[config.mk]
export PLATFORM = sky130hd
export DESIGN_NAME = interval_binner
export DESIGN_NICKNAME = d
export VERILOG_FILES = /design/src/rtl/interval_pkg.sv /design/src/rtl/interval_fp_ge.sv /design/src/rtl/interval_binner.sv
export SDC_FILE = /design/constraint.sdc
export NUM_CORES = 1
export LEC_CHECK = 0
export BUFFER_PORTS_ARGS = -buffer_cell sky130_fd_sc_hd__buf_2
export CAP_MARGIN = 10
export CORE_UTILIZATION = 52
export CTS_BUF_LIST = sky130_fd_sc_hd__clkbuf_4 sky130_fd_sc_hd__clkbuf_8
export CTS_CLUSTER_DIAMETER = 60
export DETAILED_ROUTE_END_ITERATION = 10
export MAX_ROUTING_LAYER = met4
export PLACE_DENSITY = 0.72
export SLEW_MARGIN = 15
export SYNTH_ARGS = -nofsm -noshare
export SYNTH_HDL_FRONTEND = slang
export SYNTH_SLANG_ARGS = --single-unit
[constraint.sdc]
create_clock -name clk_i -period 3.1 [get_ports clk_i]
set_input_delay 0.155 -clock clk_i [delete_from_list [all_inputs] [get_ports clk_i]]
set_output_delay 0.155 -clock clk_i [all_outputs]
set_load 0.01 [all_outputs]
[src/rtl/interval_pkg.sv]
// interval_pkg: shared types and floating-point helpers for interval_binner.
//
// Contents:
//   fp_format_e   - floating-point format selector (same encoding as
//                   fpnew_pkg::fp_format_e, so a value of 2 selects FP16)
//   fp_width/exp_bits/man_bits - format geometry helpers
//   binner_res_t  - classification result {onehot, index, nan}
//   is_nan/fp_ge  - IEEE NaN test and ">=" compare on values zero-extended
//                   to MaxW bits, parametrised by the format
package interval_pkg;

  typedef enum logic [2:0] {
    FP32    = 3'd0,
    FP64    = 3'd1,
    FP16    = 3'd2,
    FP8     = 3'd3,
    FP16ALT = 3'd4
  } fp_format_e;

  // Widest supported format and the largest bin count the result struct can hold.
  localparam int unsigned MaxW    = 64;
  localparam int unsigned MaxBins = 64;
  localparam int unsigned MaxIdxW = 6;

  localparam logic [MaxW-1:0] FpOne = MaxW'(1);

  // Result carried through the output stage. It is sized for MaxBins; a binner
  // with fewer bins leaves the upper onehot/index bits at zero.
  typedef struct packed {
    logic [MaxBins-1:0] onehot;
    logic [MaxIdxW-1:0] index;
    logic               nan;
  } binner_res_t;

  function automatic int unsigned fp_width(input fp_format_e fmt);
    case (fmt)
      FP32:    return 32;
      FP64:    return 64;
      FP16:    return 16;
      FP8:     return 8;
      FP16ALT: return 16;
      default: return 16;
    endcase
  endfunction

  function automatic int unsigned exp_bits(input fp_format_e fmt);
    case (fmt)
      FP32:    return 8;
      FP64:    return 11;
      FP16:    return 5;
      FP8:     return 5;
      FP16ALT: return 8;
      default: return 5;
    endcase
  endfunction

  function automatic int unsigned man_bits(input fp_format_e fmt);
    case (fmt)
      FP32:    return 23;
      FP64:    return 52;
      FP16:    return 10;
      FP8:     return 2;
      FP16ALT: return 7;
      default: return 10;
    endcase
  endfunction

  // NaN: exponent all ones and a non-zero mantissa.
  function automatic logic is_nan(input logic [MaxW-1:0] v, input fp_format_e fmt);
    logic [MaxW-1:0] man_mask;
    logic [MaxW-1:0] exp_mask;
    man_mask = (FpOne << man_bits(fmt)) - FpOne;
    exp_mask = ((FpOne << exp_bits(fmt)) - FpOne) << man_bits(fmt);
    return ((v & exp_mask) == exp_mask) && ((v & man_mask) != '0);
  endfunction

  // a >= b under IEEE ordering: NaN on either side gives 0, -0 equals +0,
  // infinities order naturally because their encoding is the largest magnitude.
  function automatic logic fp_ge(input logic [MaxW-1:0] a, input logic [MaxW-1:0] b,
                                 input fp_format_e fmt);
    logic [MaxW-1:0] mag_mask;
    logic [MaxW-1:0] mag_a;
    logic [MaxW-1:0] mag_b;
    logic [MaxW-1:0] a_sh;
    logic [MaxW-1:0] b_sh;
    logic            sa;
    logic            sb;
    if (is_nan(a, fmt) || is_nan(b, fmt)) return 1'b0;
    mag_mask = (FpOne << (fp_width(fmt) - 1)) - FpOne;
    mag_a    = a & mag_mask;
    mag_b    = b & mag_mask;
    a_sh     = a >> (fp_width(fmt) - 1);
    b_sh     = b >> (fp_width(fmt) - 1);
    sa       = a_sh[0];
    sb       = b_sh[0];
    if ((mag_a == '0) && (mag_b == '0)) return 1'b1;
    if (sa != sb) return !sa;
    // Same sign: sign-magnitude order flips for negatives.
    if (!sa) return mag_a >= mag_b;
    return mag_a <= mag_b;
  endfunction

endpackage

[src/rtl/interval_fp_ge.sv]
// interval_fp_ge: combinational IEEE "a >= b" comparator for one boundary.
//
// Ports:
//   a_i  - sample (WIDTH bits)
//   b_i  - boundary (WIDTH bits)
//   ge_o - 1 when a_i >= b_i; 0 whenever either operand is NaN
module interval_fp_ge
  import interval_pkg::*;
#(
  parameter fp_format_e FpFormat = FP16,
  localparam int unsigned WIDTH  = fp_width(FpFormat)
) (
  input  logic [WIDTH-1:0] a_i,
  input  logic [WIDTH-1:0] b_i,
  output logic             ge_o
);

  assign ge_o = fp_ge(MaxW'(a_i), MaxW'(b_i), FpFormat);

endmodule

[src/rtl/interval_binner.sv]
// interval_binner: streaming floating-point interval classifier with
// run-time boundaries and per-bin saturating histogram counters.
//
// Ports:
//   clk_i, rst_ni            - clock, asynchronous active-low reset
//   cfg_we_i/addr_i/data_i   - boundary write port (index >= NumBins-1 ignored)
//   in_valid_i/in_ready_o/s_i- sample stream
//   out_valid_o/out_ready_i  - result stream
//   interval_o, index_o      - one-hot bin and bin index (zero for NaN)
//   nan_o                    - sample was NaN
//   clr_i                    - synchronous clear of all counters
//   cnt_sel_i/cnt_o          - combinational counter read
//
// Two-stage pipeline: P1 holds the boundary compare vector and NaN flag,
// P2 holds the encoded result. Bin index is the popcount of the compare
// vector, so non-monotonic boundary sets still give a defined bin.
module interval_binner
  import interval_pkg::*;
#(
  parameter fp_format_e  FpFormat = FP16,
  parameter int unsigned NumBins  = 8,
  parameter int unsigned CntWidth = 16,
  localparam int unsigned WIDTH   = fp_width(FpFormat),
  localparam int unsigned IdxW    = $clog2(NumBins),
  localparam int unsigned AddrW   = (NumBins > 2) ? $clog2(NumBins - 1) : 1
) (
  input  logic                clk_i,
  input  logic                rst_ni,
  input  logic                cfg_we_i,
  input  logic [AddrW-1:0]    cfg_addr_i,
  input  logic [WIDTH-1:0]    cfg_data_i,
  input  logic                in_valid_i,
  output logic                in_ready_o,
  input  logic [WIDTH-1:0]    s_i,
  output logic                out_valid_o,
  input  logic                out_ready_i,
  output logic [NumBins-1:0]  interval_o,
  output logic [IdxW-1:0]     index_o,
  output logic                nan_o,
  input  logic                clr_i,
  input  logic [IdxW-1:0]     cnt_sel_i,
  output logic [CntWidth-1:0] cnt_o
);

  localparam int unsigned NumBnd = NumBins - 1;

  if ((NumBins < 2) || (NumBins > MaxBins)) begin : g_bad_numbins
    $error("interval_binner: NumBins out of range");
  end

  function automatic logic [CntWidth-1:0] sat_inc(input logic [CntWidth-1:0] c);
    return (c == '1) ? c : c + CntWidth'(1);
  endfunction

  logic [WIDTH-1:0]    bnd_q [NumBnd];
  logic [NumBnd-1:0]   ge_d;
  logic                nan_d;
  logic [NumBnd-1:0]   ge_p1;
  logic                nan_p1;
  logic                vld_p1;
  logic                vld_p2;
  logic                adv_p1;
  logic                adv_p2;
  logic                accept;
  logic                deliver;
  logic [IdxW-1:0]     popcnt;
  binner_res_t         res_d;
  binner_res_t         res_p2;
  logic [CntWidth-1:0] cnt_q [NumBins];

  // Boundary registers; a write lands at the clock edge, so a sample accepted
  // in the same cycle still compares against the old value.
  always_ff @(posedge clk_i or negedge rst_ni) begin
    if (!rst_ni) begin
      for (int unsigned k = 0; k < NumBnd; k++) bnd_q[k] <= '0;
    end else if (cfg_we_i) begin
      for (int unsigned k = 0; k < NumBnd; k++) begin
        if (cfg_addr_i == AddrW'(k)) bnd_q[k] <= cfg_data_i;
      end
    end
  end

  for (genvar k = 0; k < NumBnd; k++) begin : g_cmp
    interval_fp_ge #(
      .FpFormat(FpFormat)
    ) u_ge (
      .a_i (s_i),
      .b_i (bnd_q[k]),
      .ge_o(ge_d[k])
    );
  end

  assign nan_d = is_nan(MaxW'(s_i), FpFormat);

  // A stage may load when it is empty or its contents move on this cycle.
  assign adv_p2     = !vld_p2 || out_ready_i;
  assign adv_p1     = !vld_p1 || adv_p2;
  assign in_ready_o = adv_p1;
  assign accept     = in_valid_i && adv_p1;
  assign deliver    = vld_p2 && out_ready_i;

  // ---- stage P1: compare vector and NaN flag ----
  always_ff @(posedge clk_i or negedge rst_ni) begin
    if (!rst_ni) begin
      vld_p1 <= 1'b0;
    end else if (adv_p1) begin
      vld_p1 <= in_valid_i;
    end
  end

  always_ff @(posedge clk_i) begin
    if (accept) begin
      ge_p1  <= ge_d;
      nan_p1 <= nan_d;
    end
  end

  always_comb begin
    popcnt = '0;
    for (int unsigned k = 0; k < NumBnd; k++) popcnt = popcnt + IdxW'(ge_p1[k]);
    res_d     = '0;
    res_d.nan = nan_p1;
    if (!nan_p1) begin
      res_d.index  = MaxIdxW'(popcnt);
      res_d.onehot = MaxBins'(1) << popcnt;
    end
  end

  // ---- stage P2: encoded result, held while the consumer stalls ----
  always_ff @(posedge clk_i or negedge rst_ni) begin
    if (!rst_ni) begin
      vld_p2 <= 1'b0;
      res_p2 <= '0;
    end else if (adv_p2) begin
      vld_p2 <= vld_p1;
      if (vld_p1) res_p2 <= res_d;
    end
  end

  assign out_valid_o = vld_p2;
  assign interval_o  = res_p2.onehot[NumBins-1:0];
  assign index_o     = res_p2.index[IdxW-1:0];
  assign nan_o       = res_p2.nan;

  // ---- histogram: count delivered non-NaN results (empty onehot means NaN) ----
  always_ff @(posedge clk_i or negedge rst_ni) begin
    if (!rst_ni) begin
      for (int unsigned k = 0; k < NumBins; k++) cnt_q[k] <= '0;
    end else if (clr_i) begin
      for (int unsigned k = 0; k < NumBins; k++) cnt_q[k] <= '0;
    end else if (deliver && (|res_p2.onehot)) begin
      for (int unsigned k = 0; k < NumBins; k++) begin
        if (res_p2.index == MaxIdxW'(k)) cnt_q[k] <= sat_inc(cnt_q[k]);
      end
    end
  end

  always_comb begin
    cnt_o = '0;
    for (int unsigned k = 0; k < NumBins; k++) begin
      if (cnt_sel_i == IdxW'(k)) cnt_o = cnt_q[k];
    end
  end

endmodule

==> impl_metrics.csv, run 1 <==
group,metric,value,unit
run_status,status,"finished with violations",
run_status,violations,"design-rule violations",
sta,rsz0062_at_grt,"no",
logic_synthesis,synth_area_per_cell,9.27,um2
logic_synthesis,synthArstFlopShare,96.9,%
clock_tree,cts.clk_slew.worst_paths,0.06,ns
power_and_ir_drop,power.leakage,7.84,nW
clock_tree,clockBufferDepth,3,
final_layout,fillers,2656,
grt,track_usage,29.3,%
grt,grt_pass1_vias,14200,
worst_setup_path,cpMostUsedCell,"fa_1",
logic_synthesis,synth_seq_cells,262,
power_and_ir_drop,seqPwrFrac,41.4,%
clock_tree,worstSkewPairLatency,0.59,ns
power_and_ir_drop,internal_power,6.76,mW
sta,slew_headroom,36.1,%
logic_synthesis,synthCells,1769,
placed_design,place_congestion,0.951,
clock_tree,h-tree-depth,2,
grt,gr-total-overflow,0,
power_and_ir_drop,power.density,551,nW/um2
worst_setup_path,cpPeakStageDelay,0.55,ns
drt,drt-initial-drc-count,1166,
logic_synthesis,ys_types,72,
logic_synthesis,yosysWarnings,0,
worst_setup_path,path_max_fanout,2,
flow_run,cap_violations,0,
drt,drc_errors,3,
placed_design,placedInstanceArea,17200,um2
power_and_ir_drop,switching_share,33.2,%
sta,skew,0.0243,ns
hold_path,hold_path.class,"input port to flip-flop",
drt,ant_nets,0,
power_and_ir_drop,pwr-share-comb,25.5,%
sta,setup_viol,0,
final_layout,nets,2024,
clock_tree,tritoncts,"built",
drt,routed_wirelength,45200,um
sta,period_share,96.6,%
sta,setup-tns-final,0,ns
worst_setup_path,worstPathArrival,3.50,ns
worst_setup_path,worstPathRequired,3.60,ns
logic_synthesis,synth_area,16400,um2
logic_synthesis,synth_edf_count,8,
worst_setup_path,crit_start,"ge_p1[0]$_SDFFCE_PP0P_",
clock_tree,root_buffer,"clkbuf_8",
worst_setup_path,reg2reg_depth,7,
die,start_util,53.2,%
grt,grt_pass1_wl,73400,um
logic_synthesis,ys_seq_area_share,40.2,%
die,die_y,180,um
logic_synthesis,netlist_top_cells_count,"dfrtp_1, nand2_1, inv_1, nor2_1, ha_1",
logic_synthesis,synth_top_area_share,38.8,%
final_layout,drive_gt1_share,14.7,%
power_and_ir_drop,clkPwrFrac,33.1,%
die,dieArea,32200,um2
final_layout,diodes,0,
final_layout,post-route-util,59.6,%
die,io_pins,74,
logic_synthesis,synthTopCellsByArea,"dfrtp_1, ha_1, mux2_2",
power_and_ir_drop,worst_ir_drop_vdd,0.332,mV
worst_setup_path,crit_slowest_cell,"fa_1",
die,coreArea,30800,um2
final_layout,final_area,18400,um2
logic_synthesis,syn-num-nets,1930,
grt,grt_max_degree,87,
power_and_ir_drop,total_power,10.1,mW
sta,fin_crit,2.99,ns
clock_tree,post_cts_buffers,0,
sta,maxSlewViolCount,0,
clock_tree,numCtsBuffers,47,
logic_synthesis,ys.flop_type,"dfrtp_1",
placed_design,dp_hpwl,32500,um
power_and_ir_drop,p_switching,3.37,mW
logic_synthesis,yosysTopAreaCell,"dfrtp_1",
final_layout,area_delta_synth_final,12.1,%
sta,fmax,0.334,GHz
worst_setup_path,cp-start-kind,"flip-flop",
drt,first_pass_iters,11,
drt,avgRoutedWirePerCell,19.8,um
die,die_x,180,um
hold_path,worstHoldStart,"cfg_addr_i[1]",
hold_path,hold_depth,5,
die,std_cell_rows,64,
worst_setup_path,crit_type,"flip-flop to flip-flop",
sta,finalHoldViolations,0,
placed_design,io_buffers,73,
grt,antenna_found_initial,0,
worst_setup_path,r2r-end,"interval_o[7]$_DFFE_PN0P_",
worst_setup_path,endpoint_kind,"flip-flop",
worst_setup_path,r2r_slack,0.11,ns
sta,worst_pin_slew,0.935,ns
clock_tree,clock_sinks,262,
hold_path,holdPathEnd,"bnd_q[68]$_DFFE_PN0P_",
logic_synthesis,synth.most_common_cell,"dfrtp_1",
worst_setup_path,worstPathCellList,"fa_1, inv_1, fa_1, fa_2, fa_1, or4_1, o21ai_0",
worst_setup_path,r2r-start,"ge_p1[0]$_SDFFCE_PP0P_",
drt,num_vias,14400,
drt,vias_per_cell,6.27,
power by group through the flow:
stage | registers (mW) | clock network, mW | logic (mW)
floorplan | 4.17 | 0 | 1.70
global placement | 4.23 | 0 | 2.42
CTS | 4.19 | 3.42 | 2.57
global route | 4.25 | 3.56 | 2.88
finish | 4.19 | 3.35 | 2.58
detailed placement | 4.25 | 0 | 2.54
critical path: cells and delay by family, from the launching register on:
| family | cells | cell delay, ns |
|---|---|---|
| adder cells (fa/ha/maj) | 4 | 1.82 |
| AND/OR/NAND/NOR | 1 | 0.52 |
| flip-flops | 1 | 0.39 |
| AO/OA/AOI/OAI | 1 | 0.14 |
| buffers and inverters | 1 | 0.05 |
cells by family (layout without fill, tap and decap cells):
family                     count (synthesis)  in the layout  share of synthesized area, %
muxes                                     90             90                          6.36
xor gates and xnor gates                  63             63                          3.37
adders and majority gates                117            117                          9.11
AOI/OAI and AO/OA                        383            383                          15.5
and+or+nand+nor                          647            647                          20.5
DFF                                      262            262                          40.2
buffers and inverters                    207            331                          4.88
repair_timing:
action / in CTS / in global routing
setup endpoints to repair: 0 / 1
hold buffers: 20 / 0
hold endpoints to repair: 186 / 0
resized for setup: 0 / 1
sequential cells by signal, indices dropped and copies added (netlist names):
register and cells:
ge_p1 7, index_o 3, nan_o 1, out_valid_o 1, vld_p1 1, nan_p1 1
cnt_q 128, interval_o 8, bnd_q 112
area by class of cell:
| class | instances | area (um2) | share of cell area [%] |
|---|---|---|---|
| Inverter | 133 | 499 | 2.72 |
| Clock buffer | 69 | 881 | 4.79 |
| Tap cell | 396 | 495 | 2.70 |
| Timing Repair Buffer | 119 | 811 | 4.41 |
| Multi-Input combinational cell | 1300 | 9030 | 49.1 |
| Sequential cell | 262 | 6600 | 35.9 |
| Clock inverter | 10 | 66.3 | 0.361 |
metal layers:
| layer | track usage, % | routed length [um] | up-vias |
|---|---|---|---|
| met4 | 16.8 | 2660 | 0 |
| li1 | - | - | 6718 |
| met3 | 3.87 | 2490 | 165 |
| met2 | 48.6 | 21900 | 494 |
| met5 | - | 0 | - |
| met1 | 34.4 | 18100 | 6975 |
how the worst max path moves through the flow:
| stage | end | slack [ns] |
|---|---|---|
| final | interval_o[7]$_DFFE_PN0P_ | 0.11 |
| after global routing | interval_o[7]$_DFFE_PN0P_ | 0.007 |
| after CTS | interval_o[7]$_DFFE_PN0P_ | 0.04 |
| after detailed placement | interval_o[7]$_DFFE_PN0P_ | 0.06 |
| after global placement | interval_o[7]$_DFFE_PN0P_ | 0.09 |
| after floorplan | interval_o[7]$_DFFE_PN0P_ | 0.1 |
metrics by stage:
step	std cells	worst slack [ns]	hold slack, ns
3_3_place_gp	2190	0.0943	0.176
5_1_grt	2289	0.00674	0.131
4_1_cts	2289	0.0414	0.0785
6_report	2289	0.106	0.123
3_5_place_dp	2190	0.0589	0.170
2_1_floorplan	1769	0.0961	-0.141
layout by cell type, fill, tap and decap left out, types with 21 or more instances in the layout:
master and instances:
or4_1 29, xnor2_1 46, nor2_1 122, o31ai_1 30, nor2b_1 21, nand4_1 61
dfrtp_1 254, buf_2 71, a21oi_1 91, nand3_1 63, buf_4 24, clkbuf_8 58
mux2_2 73, inv_1 133, nor4_1 49, and3_1 21, nor3_1 31, ha_1 113
nand2_1 162, o21ai_0 99
(Power assumes the default switching activity.)
==> run 2: changes to the inputs <==
- CTS_BUF_LIST: sky130_fd_sc_hd__clkbuf_4 sky130_fd_sc_hd__clkbuf_8 -> sky130_fd_sc_hd__clkbuf_4 sky130_fd_sc_hd__clkbuf_8 sky130_fd_sc_hd__clkbuf_16
==> run 2 against run 1 <==
Compared with the run above:
- the run still ends with design-rule violations left
- non-clock buffer count did not move
- hold slack improved by 0.0076 ns
- combinational power about the same
- fmax down 1.2%
- clock power grew 21%
- setup slack got worse by 0.037 ns
- first-iteration DRC count decreased by 17%
- design area is 1.1% higher
- die area is the same
- largest cell class unchanged
- highest routed layer unchanged
==> impl_metrics.csv, run 2 (same netlist as run 1, synthesis figures left out) <==
group,metric,value,unit
drt,routed_wirelength,45000,um
die,coreArea,30800,um2
clock_tree,root_buffer,"clkbuf_16",
drt,vias_per_cell,6.26,
drt,met1_length,18100,um
drt,drt-initial-drc-count,967,
sta,worst_pin_slew,0.917,ns
worst_setup_path,crit_type,"flip-flop to flip-flop",
clock_tree,clock_sinks,262,
worst_setup_path,cp-start-kind,"flip-flop",
worst_setup_path,endpoint_kind,"flip-flop",
worst_setup_path,path_max_fanout,2,
grt,grt_pass1_vias,14200,
placed_design,placedInstanceArea,17200,um2
worst_setup_path,r2r-start,"ge_p1[0]$_SDFFCE_PP0P_",
drt,drc_errors,3,
placed_design,place_congestion,0.951,
final_layout,final_cell_mix,"dfrtp_1, nand2_1, inv_1, nor2_1, ha_1",
sta,rsz0062_at_grt,"no",
final_layout,largest_register_ffs,128,
drt,num_vias,14200,
sta,finalHoldViolations,0,
grt,grt_pass1_wl,73300,um
drt,top_layer_used,"met4",
final_layout,fillers,2633,
worst_setup_path,crit_start,"ge_p1[0]$_SDFFCE_PP0P_",
worst_setup_path,worstPathArrival,3.51,ns
worst_setup_path,worstPathRequired,3.58,ns
final_layout,area_delta_synth_final,13.3,%
final_layout,fin_cells,2268,
sta,fmax,0.330,GHz
drt,first_pass_iters,11,
grt,gr-total-overflow,0,
final_layout,regMostFlops,"cnt_q",
sta,slew_headroom,37.3,%
drt,ant_nets,0,
placed_design,dp_hpwl,32500,um
power_and_ir_drop,power.leakage,7.90,nW
worst_setup_path,r2r-end,"interval_o[7]$_DFFE_PN0P_",
clock_tree,tritoncts,"built",
grt,antenna_found_initial,0,
worst_setup_path,reg2reg_depth,7,
placed_design,pre_cts_slack,0.0589,ns
grt,track_usage,29.0,%
placed_design,placed_cells,2190,
sta,fin_ws,0.0695,ns
sta,fin_crit,3.03,ns
die,die_y,180,um
die,die_x,180,um
final_layout,diodes,0,
sta,maxSlewViolCount,0,
drt,routed-wl-met3,2130,um
drt,dr_wl_met2,22100,um
die,dieArea,32200,um2
power_and_ir_drop,worst_ir_drop_vdd,0.473,mV
clock_tree,clockBufferDepth,3,
final_layout,register_area,6600,um2
run_status,violations,"design-rule violations",
power_and_ir_drop,total_power,10.9,mW
die,std_cell_rows,64,
placed_design,io_buffers,73,
grt,grt_max_degree,87,
clock_tree,h-tree-depth,1,
sta,setup-tns-final,0,ns
worst_setup_path,r2r_slack,0.07,ns
hold_path,hold_path.class,"input port to flip-flop",
sta,period_share,97.8,%
final_layout,multi_input_area,9030,um2
die,start_util,53.2,%
sta,skew,0.0186,ns
final_layout,drive_gt1_share,14.1,%
clock_tree,cts.clk_slew.worst_paths,0.06,ns
final_layout,final_common_cell,"dfrtp_1",
power_and_ir_drop,power.density,584,nW/um2
worst_setup_path,crit_path_end,"interval_o[7]$_DFFE_PN0P_",
clock_tree,worstSkewPairLatency,0.57,ns
clock_tree,post_cts_buffers,0,
sta,setup_viol,0,
flow_run,cap_violations,0,
run_status,status,"finished with violations",
clock_tree,numCtsBuffers,31,
drt,avgRoutedWirePerCell,19.8,um
final_layout,nets,2008,
die,io_pins,74,
final_layout,final_area,18600,um2
[run 2: worst max-delay path: stages (launching register included)]
cell and delay (ns):
edfxtp_1 0.39, fa_1 0.55, inv_1 0.05, fa_1 0.45, fa_2 0.35, fa_1 0.47
or4_1 0.55, o21ai_1 0.14
[run 2: layout make-up]
class                      instances  share of cell area (%)
multi-input combinational       1300                    48.6
sequential                       262                    35.5
clock buffer                      35                    4.44
timing repair buffer             119                    4.37
inverter                         133                    2.69
tap                              396                    2.67
clock inverter                    23                    1.71
[run 2: where the power goes]
part	internal (mW)	total (mW)	switching [mW]
combinational	1.03	2.60	1.57
clock	2.50	4.06	1.56
sequential	3.86	4.19	0.336
total	7.38	10.9	3.47
[run 2: stage by stage]
| step | utilization [%] | hold WS [ns] |
|---|---|---|
| after floorplan | - | -0.141 |
| after global placement | 55.9 | 0.176 |
| after detailed placement | 55.9 | 0.170 |
| after CTS | 60.2 | 0.105 |
| after global routing | 60.2 | 0.157 |
| final | 60.2 | 0.131 |
[run 2: worst min-delay path by stage]
stage	startpoint	end	depth (start not counted)
after floorplan	rst_ni	bnd_q[0]$_DFFE_PN0P_	0
after global placement	rst_ni	cnt_q[55]$_DFFE_PN0P_	1
after detailed placement	rst_ni	cnt_q[55]$_DFFE_PN0P_	1
after CTS	cfg_addr_i[1]	bnd_q[71]$_DFFE_PN0P_	4
after global routing	cfg_addr_i[1]	bnd_q[66]$_DFFE_PN0P_	4
final	cfg_addr_i[1]	bnd_q[71]$_DFFE_PN0P_	4
[run 2: timing repair]
item,4_1_cts,5_1_grt
gates resized for setup,1,1
endpoints found under the hold margin,177,0
setup endpoints to repair,1,1
hold buffers,20,0
pin swaps,0,0
[run 2: metal layers]
layer / global-route usage, % / up-vias
met4: 15.6 / 0
li1: - / 6703
met2: 49.0 / 430
met5: - / -
met1: 34.4 / 6929
met3: 2.80 / 136
==> run 3: changes to the inputs <==
- CORE_MARGIN: default -> 2
==> run 3 against run 2 <==
Compared with the run above:
- the flow now finishes without violations
- clock power fell by 4.9%
- total power fell by 2.3%
- first-iteration DRC count rose by 5.8%
- design area barely moved
- fmax rose by 0.64%
- largest cell class unchanged
==> impl_metrics.csv, run 3 (same netlist as run 1, synthesis figures left out) <==
group,metric,value,unit
final_layout,area_delta_synth_final,13.3,%
grt,gr-total-overflow,0,
drt,vias_per_cell,6.22,
power_and_ir_drop,power.leakage,7.92,nW
placed_design,dp_hpwl,31800,um
clock_tree,h-tree-depth,1,
clock_tree,tritoncts,"built",
sta,period_share,97.1,%
grt,grt_pass1_wl,72700,um
clock_tree,numCtsBuffers,31,
final_layout,drive_gt1_share,14.4,%
worst_setup_path,r2r_slack,0.09,ns
clock_tree,worstSkewPairLatency,0.58,ns
sta,finalHoldViolations,0,
grt,antenna_found_initial,0,
hold_path,hold_depth,2,
worst_setup_path,endpoint_kind,"flip-flop",
sta,skew,0.0225,ns
clock_tree,clockBufferDepth,3,
clock_tree,cts.clk_slew.worst_paths,0.06,ns
sta,maxSlewViolCount,0,
sta,fin_crit,3.01,ns
die,std_cell_rows,65,
clock_tree,clock_sinks,262,
final_layout,final_cell_mix,"dfrtp_1, nand2_1, inv_1, nor2_1, ha_1",
placed_design,io_buffers,73,
die,start_util,52.4,%
final_layout,final_common_cell,"dfrtp_1",
sta,fmax,0.332,GHz
sta,rsz0062_at_grt,"yes",
run_status,status,"finished clean",
worst_setup_path,crit_type,"flip-flop to flip-flop",
worst_setup_path,r2r-start,"ge_p1[0]$_SDFFCE_PP0P_",
final_layout,largest_register_ffs,128,
worst_setup_path,path_max_fanout,2,
grt,grt_max_degree,113,
drt,routed_wirelength,45400,um
hold_path,holdPathEnd,"cnt_q[70]$_DFFE_PN0P_",
placed_design,place_congestion,0.933,
power_and_ir_drop,worst_ir_drop_vdd,0.452,mV
sta,hold-worst-slack,0.0462,ns
drt,ant_nets,0,
drt,avgRoutedWirePerCell,19.9,um
grt,grt_pass1_vias,13900,
die,coreArea,31300,um2
drt,first_pass_iters,5,
worst_setup_path,cp-start-kind,"flip-flop",
clock_tree,post_cts_buffers,0,
die,die_y,182,um
worst_setup_path,reg2reg_depth,7,
worst_setup_path,worstPathArrival,3.51,ns
drt,drt-initial-drc-count,1023,
drt,drc_errors,0,
die,die_x,182,um
hold_path,hold_path.class,"input port to flip-flop",
final_layout,nets,2014,
die,dieArea,33000,um2
clock_tree,root_buffer,"clkbuf_16",
grt,track_usage,28.4,%
final_layout,diodes,0,
flow_run,cap_violations,0,
worst_setup_path,worstPathRequired,3.60,ns
drt,num_vias,14200,
hold_path,worstHoldStart,"clr_i",
power_and_ir_drop,total_power,10.6,mW
worst_setup_path,r2r-end,"interval_o[7]$_DFFE_PN0P_",
die,io_pins,74,
sta,worst_pin_slew,0.891,ns
power_and_ir_drop,power.density,571,nW/um2
final_layout,regMostFlops,"cnt_q",
sta,setup_viol,0,
sta,slew_headroom,39.1,%
run 3: routing by layer:
layer | track usage, % | part of all wire [%] | up-vias
li1 | - | - | 6696
met1 | 34.5 | 42 | 6828
met2 | 46.2 | 47 | 487
met3 | 4.09 | 5.5 | 157
met4 | 15.2 | 6.0 | 0
met5 | - | 0 | -
run 3: worst max-delay path by stage:
stage / from / endpoint / slack [ns] / cells past startpoint
after CTS: ge_p1[0]$_SDFFCE_PP0P_ / interval_o[7]$_DFFE_PN0P_ / 0.03 / 7
after global placement: ge_p1[0]$_SDFFCE_PP0P_ / interval_o[7]$_DFFE_PN0P_ / 0.07 / 7
after global routing: ge_p1[0]$_SDFFCE_PP0P_ / interval_o[7]$_DFFE_PN0P_ / -0.01 / 7
after floorplan: ge_p1[0]$_SDFFCE_PP0P_ / interval_o[7]$_DFFE_PN0P_ / 0.1 / 7
after detailed placement: ge_p1[0]$_SDFFCE_PP0P_ / interval_o[7]$_DFFE_PN0P_ / 0.03 / 7
final: ge_p1[0]$_SDFFCE_PP0P_ / interval_o[7]$_DFFE_PN0P_ / 0.09 / 7
run 3: worst max-delay path, stage by stage, from the launching register on:
cell and delay (ns):
edfxtp_1 0.40, fa_1 0.55, inv_1 0.06, fa_1 0.46, fa_2 0.35, fa_1 0.45, or4_1 0.54, o21ai_1 0.13
run 3: cell type report:
type / count / area [um2]
Multi-Input combinational cell: 1300 / 9040
Sequential cell: 262 / 6600
Inverter: 133 / 499
Clock buffer: 45 / 948
Fill cell: 2645 / 12700
Tap cell: 402 / 503
Timing Repair Buffer: 125 / 843
Clock inverter: 12 / 155
run 3: where the power goes:
part / total, mW / switching [mW] / internal (mW)
logic: 2.56 / 1.55 / 1.01
registers: 4.18 / 0.326 / 3.86
clock network: 3.86 / 1.49 / 2.37
run 3: per-stage QoR:
| step | TNS, ns | cells | util [%] | instance area, um2 | setup WS (ns) |
|---|---|---|---|---|---|
| floorplan | 0 | 1769 | - | 16400 | 0.0961 |
| detailed placement | 0 | 2202 | 55.1 | 17300 | 0.0277 |
| CTS | 0 | 2279 | 59.3 | 18600 | 0.0269 |
| global placement | 0 | 2202 | 55.1 | 17300 | 0.0714 |
| global route | -0.0138 | 2279 | 59.3 | 18600 | -0.0138 |
| finish | 0 | 2279 | 59.3 | 18600 | 0.0888 |
run 3: repair_timing:
| item | CTS | global route |
|---|---|---|
| endpoints found under the setup margin | 1 | 2 |
| resized for setup | 1 | 2 |
| pin swaps | 0 | 0 |
| cloned | 0 | 0 |
| endpoints found under the hold margin | 184 | 0 |
| hold buffers | 20 | 0 |
